--- src/rtl/av_burst_master_pkg.sv ---
// Shared types and constants for the Avalon-MM burst initiator.
package av_burst_master_pkg;

    localparam int unsigned AV_MAX_BURST = 7;
    localparam int unsigned AV_LEN_W     = $clog2(AV_MAX_BURST + 1);

    localparam logic [1:0] AV_RESP_OKAY   = 2'b00;
    localparam logic [1:0] AV_RESP_SLVERR = 2'b10;
    localparam logic [1:0] AV_RESP_DECERR = 2'b11;

    typedef enum logic [1:0] {
        ST_IDLE    = 2'd0,
        ST_WR      = 2'd1,
        ST_RD_REQ  = 2'd2,
        ST_RD_DATA = 2'd3
    } av_state_e;

    // A zero-length command still moves one beat.
    function automatic logic [AV_LEN_W-1:0] eff_len(input logic [AV_LEN_W-1:0] len);
        return (len == '0) ? AV_LEN_W'(1) : len;
    endfunction

    // Reserved encoding 2'b01 is treated as an error as well.
    function automatic logic resp_is_err(input logic [1:0] resp);
        case (resp)
            AV_RESP_OKAY:                   return 1'b0;
            AV_RESP_SLVERR, AV_RESP_DECERR: return 1'b1;
            default:                        return 1'b1;
        endcase
    endfunction

endpackage

--- src/rtl/av_burst_master_watchdog.sv ---
// Progress watchdog: cleared on load/kick or while inactive, otherwise counts up
// and flags expiry at TIMEOUT (TIMEOUT=0 disables it).
module av_burst_master_watchdog #(
    parameter int unsigned TIMEOUT = 255
) (
    input  logic clk,
    input  logic rst_n,
    input  logic load_i,
    input  logic kick_i,
    input  logic active_i,
    output logic expire_o
);

    localparam int unsigned CW = (TIMEOUT > 0) ? $clog2(TIMEOUT + 1) : 1;

    logic [CW-1:0] cnt_q, cnt_d;

    assign expire_o = (TIMEOUT != 0) && (cnt_q == CW'(TIMEOUT));

    always_comb begin
        cnt_d = cnt_q;
        if (load_i || kick_i || !active_i) begin
            cnt_d = '0;
        end else if (!expire_o) begin
            cnt_d = cnt_q + CW'(1);
        end
    end

    always_ff @(posedge clk or negedge rst_n) begin
        if (!rst_n) cnt_q <= '0;
        else        cnt_q <= cnt_d;
    end

endmodule

--- src/rtl/av_burst_master.sv ---
// Avalon-MM burst initiator: one read or write burst of 1-7 beats per accepted command.
module av_burst_master
    import av_burst_master_pkg::*;
#(
    parameter int unsigned dw      = 32,
    parameter int unsigned aw      = 32,
    parameter int unsigned TIMEOUT = 255
) (
    input  logic                av_clk_i,
    input  logic                av_rst_ni,
    input  logic                cmd_valid_i,
    output logic                cmd_ready_o,
    input  logic                cmd_we_i,
    input  logic [aw-1:0]       cmd_adr_i,
    input  logic [2:0]          cmd_len_i,
    input  logic [dw/8-1:0]     cmd_be_i,
    input  logic [dw-1:0]       wr_data_i,
    input  logic                wr_valid_i,
    output logic                wr_ready_o,
    output logic [dw-1:0]       rd_data_o,
    output logic                rd_valid_o,
    output logic                done_o,
    output logic                err_o,
    output logic [aw-1:0]       av_address_o,
    output logic [2:0]          av_burstcount_o,
    output logic [dw/8-1:0]     av_byteenable_o,
    output logic [dw-1:0]       av_writedata_o,
    output logic                av_write_o,
    output logic                av_read_o,
    input  logic                av_waitrequest_i,
    input  logic                av_readdatavalid_i,
    input  logic [1:0]          av_response_i,
    input  logic [dw-1:0]       av_readdata_i
);

    localparam int unsigned BW = dw / 8;

    av_state_e             state_q, state_d;
    logic [AV_LEN_W-1:0]   beats_q, beats_d;
    logic [AV_LEN_W-1:0]   bc_q, bc_d;
    logic [aw-1:0]         adr_q, adr_d;
    logic [BW-1:0]         be_q, be_d;
    logic [dw-1:0]         rd_data_q, rd_data_d;
    logic                  rd_valid_q, rd_valid_d;
    logic                  done_q, done_d;
    logic                  err_q, err_d;
    logic                  cmd_ready_q, cmd_ready_d;

    logic accept_c, wr_beat_c, req_ok_c, rd_beat_c, expire_c;

    // Avalon strobes follow the live write stream; the watchdog pulls them on abort.
    assign accept_c       = cmd_valid_i && cmd_ready_q;
    assign av_write_o     = (state_q == ST_WR) && wr_valid_i && !expire_c;
    assign wr_ready_o     = (state_q == ST_WR) && !av_waitrequest_i && !expire_c;
    assign av_writedata_o = (state_q == ST_WR) ? wr_data_i : '0;
    assign av_read_o      = (state_q == ST_RD_REQ) && !expire_c;
    assign wr_beat_c      = av_write_o && !av_waitrequest_i;
    assign req_ok_c       = av_read_o && !av_waitrequest_i;
    assign rd_beat_c      = (state_q == ST_RD_DATA) && av_readdatavalid_i && !expire_c;

    assign cmd_ready_o     = cmd_ready_q;
    assign rd_data_o       = rd_data_q;
    assign rd_valid_o      = rd_valid_q;
    assign done_o          = done_q;
    assign err_o           = err_q;
    assign av_address_o    = adr_q;
    assign av_burstcount_o = bc_q;
    assign av_byteenable_o = be_q;

    av_burst_master_watchdog #(.TIMEOUT(TIMEOUT)) u_watchdog (
        .clk      (av_clk_i),
        .rst_n    (av_rst_ni),
        .load_i   (accept_c),
        .kick_i   (wr_beat_c || req_ok_c || rd_beat_c),
        .active_i (state_q != ST_IDLE),
        .expire_o (expire_c)
    );

    // Next-state and datapath.
    always_comb begin
        state_d    = state_q;
        beats_d    = beats_q;
        bc_d       = bc_q;
        adr_d      = adr_q;
        be_d       = be_q;
        rd_data_d  = rd_data_q;
        rd_valid_d = 1'b0;
        done_d     = 1'b0;
        err_d      = err_q;

        case (state_q)
            ST_IDLE: begin
                if (accept_c) begin
                    adr_d   = cmd_adr_i;
                    be_d    = cmd_be_i;
                    bc_d    = eff_len(cmd_len_i);
                    beats_d = eff_len(cmd_len_i);
                    err_d   = 1'b0;
                    state_d = cmd_we_i ? ST_WR : ST_RD_REQ;
                end
            end
            ST_WR: begin
                if (wr_beat_c) begin
                    beats_d = beats_q - AV_LEN_W'(1);
                    if (beats_q == AV_LEN_W'(1)) begin
                        state_d = ST_IDLE;
                        done_d  = 1'b1;
                    end
                end
            end
            ST_RD_REQ: begin
                if (req_ok_c) state_d = ST_RD_DATA;
            end
            ST_RD_DATA: begin
                if (rd_beat_c) begin
                    rd_data_d  = av_readdata_i;
                    rd_valid_d = 1'b1;
                    if (resp_is_err(av_response_i)) err_d = 1'b1;
                    beats_d = beats_q - AV_LEN_W'(1);
                    if (beats_q == AV_LEN_W'(1)) begin
                        state_d = ST_IDLE;
                        done_d  = 1'b1;
                    end
                end
            end
            default: state_d = ST_IDLE;
        endcase

        if (expire_c) begin
            state_d = ST_IDLE;
            done_d  = 1'b1;
            err_d   = 1'b1;
        end

        // Hold off new commands during the done cycle.
        cmd_ready_d = (state_d == ST_IDLE) && !done_d;
    end

    always_ff @(posedge av_clk_i or negedge av_rst_ni) begin
        if (!av_rst_ni) begin
            state_q     <= ST_IDLE;
            beats_q     <= '0;
            bc_q        <= '0;
            adr_q       <= '0;
            be_q        <= '0;
            rd_data_q   <= '0;
            rd_valid_q  <= 1'b0;
            done_q      <= 1'b0;
            err_q       <= 1'b0;
            cmd_ready_q <= 1'b0;
        end else begin
            state_q     <= state_d;
            beats_q     <= beats_d;
            bc_q        <= bc_d;
            adr_q       <= adr_d;
            be_q        <= be_d;
            rd_data_q   <= rd_data_d;
            rd_valid_q  <= rd_valid_d;
            done_q      <= done_d;
            err_q       <= err_d;
            cmd_ready_q <= cmd_ready_d;
        end
    end

endmodule
--- config.mk ---
export PLATFORM = sky130hd
export DESIGN_NAME = av_burst_master
export DESIGN_NICKNAME = d
export VERILOG_FILES = /design/src/rtl/av_burst_master_pkg.sv /design/src/rtl/av_burst_master_watchdog.sv /design/src/rtl/av_burst_master.sv
export SDC_FILE = /design/constraint.sdc
export NUM_CORES = 1
export LEC_CHECK = 0
export ABC_CLOCK_PERIOD_IN_PS = 1650
export CORE_ASPECT_RATIO = 0.9
export CORE_MARGIN = 3
export CORE_UTILIZATION = 36
export CTS_CLUSTER_DIAMETER = 80
export DETAILED_ROUTE_END_ITERATION = 6
export MAX_ROUTING_LAYER = met4
export PLACE_DENSITY = 0.9
export SYNTH_ARGS = -nofsm -noshare
export SYNTH_HDL_FRONTEND = slang
export SYNTH_SLANG_ARGS = --single-unit
--- constraint.sdc ---
create_clock -name av_clk_i -period 1.65 [get_ports av_clk_i]
set_clock_uncertainty 0.1 [all_clocks]
set_input_delay 0.33 -clock av_clk_i [delete_from_list [all_inputs] [get_ports av_clk_i]]
set_output_delay 0.33 -clock av_clk_i [all_outputs]
set_load 0.005 [all_outputs]
==> metrics.md <==
| Metric | Value |
|---|---|
| Sequential fraction of the synthesis area | 0.535 |
| CTS clk-pin slew, worst paths | 60 ps |
| Outcome | complete, but fails checks |
| Yosys reg bits | 88 |
| DR pass1 iterations | 5 |
| Fmax | 0.501 GHz |
| EDFF count, synth | 0 |
| Largest net degree at the start of global routing | 45 |
| Die Y | 107 µm |
| Most used DFF post-synth | dfrtp_1 |
| Slew @ Worst Pin | 437 ps |
| Async S/R FF share, synth | 1.00 |
| Grt met3 use | 0.0641 |
| First-pass GRT wire length | 22.6 mm |
| WS Path Type | reg2out |
| Gate Count Post-Synth | 375 |
| Unrepaired setup endpoints after global routing | yes |
| Final Hold Vio Count | 0 |
| Row count | 36 |
| Synth Warn # | 0 |
| CP max FO | 5 |
| Area delta synth->final | 101% |
| DRT iter0 DRCs | 303 |
| Vias per inst | 5.03 |
| Final Max Slew Viols | 0 |
| Final critical-path share of the clock period | 1.21 |
| Tmin final | 2000 ps |
| Setup slack at placement | -368 ps |
| Worst skew pair latency | 330 ps |
| Peak supply drop | 0.000882 V |
| Critical path launch point type | flop |
| Distinct cells, synth | 51 |
| Initial antenna violation count | 0 |
| GRT busiest layer | met2 |
| Pwr/cell area | 1560 nW/µm² |
| Min-delay worst type | reg2reg |
| HPWL Detailed | 9.68 mm |
| Total chip power | 12.9 mW |
| Grt met1 use | 0.264 |
| Ports | 222 |
| Width of the die | 119 µm |
| Vias | 4254 |
| Clock Path Buffers | 2 |
| Grt met2 use | 0.401 |
| Commonest non-fill, non-tap cells in the layout | clkdlybuf4s50_1 (125), nand2_1 (117), dfrtp_1 (87) |
| Final WL | 17.3 mm |
| Number of port buffers | 221 |
| Layout cells sized above 1 | 0.377 |
| CTS tree | yes |
| Non-Filler Cell Area, Final | 8260 µm² |
| Total CTS buffers | 9 |
| Setup_tns | -24050 ps |
| Failing checks | setup timing |
| Crit end category | primary output |
| Synth Cell Area | 4120 µm² |
| # clock sinks | 88 |
| Leakage Power | 4.32 nW |
| CTS root buf | clkbuf_16 |
| Die area | 12800 µm² |
| H-tree Lvls | 3 |
| Placer Congestion | 0.847 |
| Placed inst area | 6700 µm² |
| Antenna cells | 0 |
| Max cap viols | 0 |
| Vias in the first global route | 4195 |
| Max transition margin | 0.709 |
| Core Area | 11000 µm² |
| Final WS setup | -345 ps |
| WL/cell | 20.4 µm |
| Net Count, Synth | 490 |
| Gr usage total | 0.231 |
| DRT antenna net count | 0 |
| Setup-failing EPs final | 119 |
| DR DRC count | 0 |
| Worst Path Arrival | 1570 ps |
| Final net count | 803 |
| GR Overflow Total | 0 |
| CP required | 1220 ps |
| Fillers | 708 |
| Leading cell type in the layout, fill and taps excluded | clkdlybuf4s50_1 |
| Cell count after placement | 767 |
| Initial Utilization | 0.375 |
| Post-Layout Cell Count | 845 |
| Synth Area per Inst | 11.0 µm² |
==> cell families after synthesis <==
kind of cell,Yosys count,synth area share
compound gates,33,0.0635
flops,88,0.535
fa+ha+maj,3,0.00912
buf+inv,25,0.0419
simple gates,190,0.228
xor+xnor,3,0.00638
mux,33,0.116
==> final timing paths <==
path	from	endpoint	slack, ps	cells past startpoint
min in group asynchronous	av_rst_ni	rd_data_o[23]	410	2
max in group asynchronous	av_rst_ni	cmd_ready_o	430	3
setup / recovery	state_q[1]	av_writedata_o[3]	-350	6
hold / removal	av_byteenable_o[1]	av_byteenable_o[1]	370	2
hold reg to reg	av_byteenable_o[1]	av_byteenable_o[1]	370	2
setup reg to reg	state_q[1]	state_q[0]	-320	7
==> power breakdown <==
group / switching, mW / internal, mW / leakage (nW)
clock: 0.823 / 1.33 / 0.150
sequential: 0.577 / 3.16 / 1.08
combinational: 2.71 / 4.28 / 3.09
==> through the flow <==
stage	util	hold slack, ps
2_1_floorplan	-	-65.6
3_3_place_gp	0.609	191
3_5_place_dp	0.609	203
4_1_cts	0.680	376
5_1_grt	0.752	392
6_report	0.752	370
==> worst max-delay path: stages, from the launching register on <==
cell and delay, ps:
dfrtp_1 420, nor2_4 240, buf_6 140, buf_6 110, buf_6 100, and2_4 130
buf_6 90
==> layout make-up <==
class / count / area, µm² / area share
repair buffers: 316 / 3370 / 0.408
flip-flops and latches: 88 / 2200 / 0.267
multi-input cells: 266 / 2160 / 0.261
clock buffers: 11 / 233 / 0.0282
well taps: 152 / 190 / 0.0230
clock inverters: 5 / 81.3 / 0.00984
inverters: 7 / 28.8 / 0.00348
==> Yosys cell counts (2+ instances only) <==
library cell  instances  area (µm²)
nand2_1             120         450
dfrtp_1              88        2200
and2_1               34         213
mux2_4               29         435
nor3_1               10        50.1
o21ai_0               9        45.0
clkbuf_1              7        26.3
inv_1                 7        26.3
nor2_1                4        15.0
o211ai_1              4        30.0
a21oi_1               3        15.0
a31oi_1               3        18.8
buf_12                3        60.1
buf_2                 3        15.0
buf_4                 3        22.5
ha_1                  3        37.5
mux2_2                3        33.8
o211a_1               3        30.0
and3_2                2        15.0
buf_6                 2        22.5
nand4bb_1             2        22.5
nor2_4                2        22.5
nor4bb_1              2        20.0
xor2_1                2        17.5
==> flip-flops by register name, indices dropped and copies added, names as in the netlist <==
signal and cells:
rd_valid_o 1, av_address_o 32, done_o 1, beats_q 3, state_q 2, rd_data_o 32
av_burstcount_o 3, u_watchdog.cnt_q 8, av_byteenable_o 4, cmd_ready_o 1, err_o 1
==> routing by layer <==
metal	wire (µm)	vias to the layer above
met1	6470	2096
met2	9180	231
met4	529	0
met5	0	-
met3	1080	50
li1	-	1877
==> repair_timing <==
item	CTS	global route
endpoints found under the setup margin	134	172
hold endpoints to repair	31	0
setup buffers	25	24
cloned	9	7
hold buffers	1	0
gates resized for setup	237	129
pin swaps	33	23
Power figures use the tool's default switching activity.
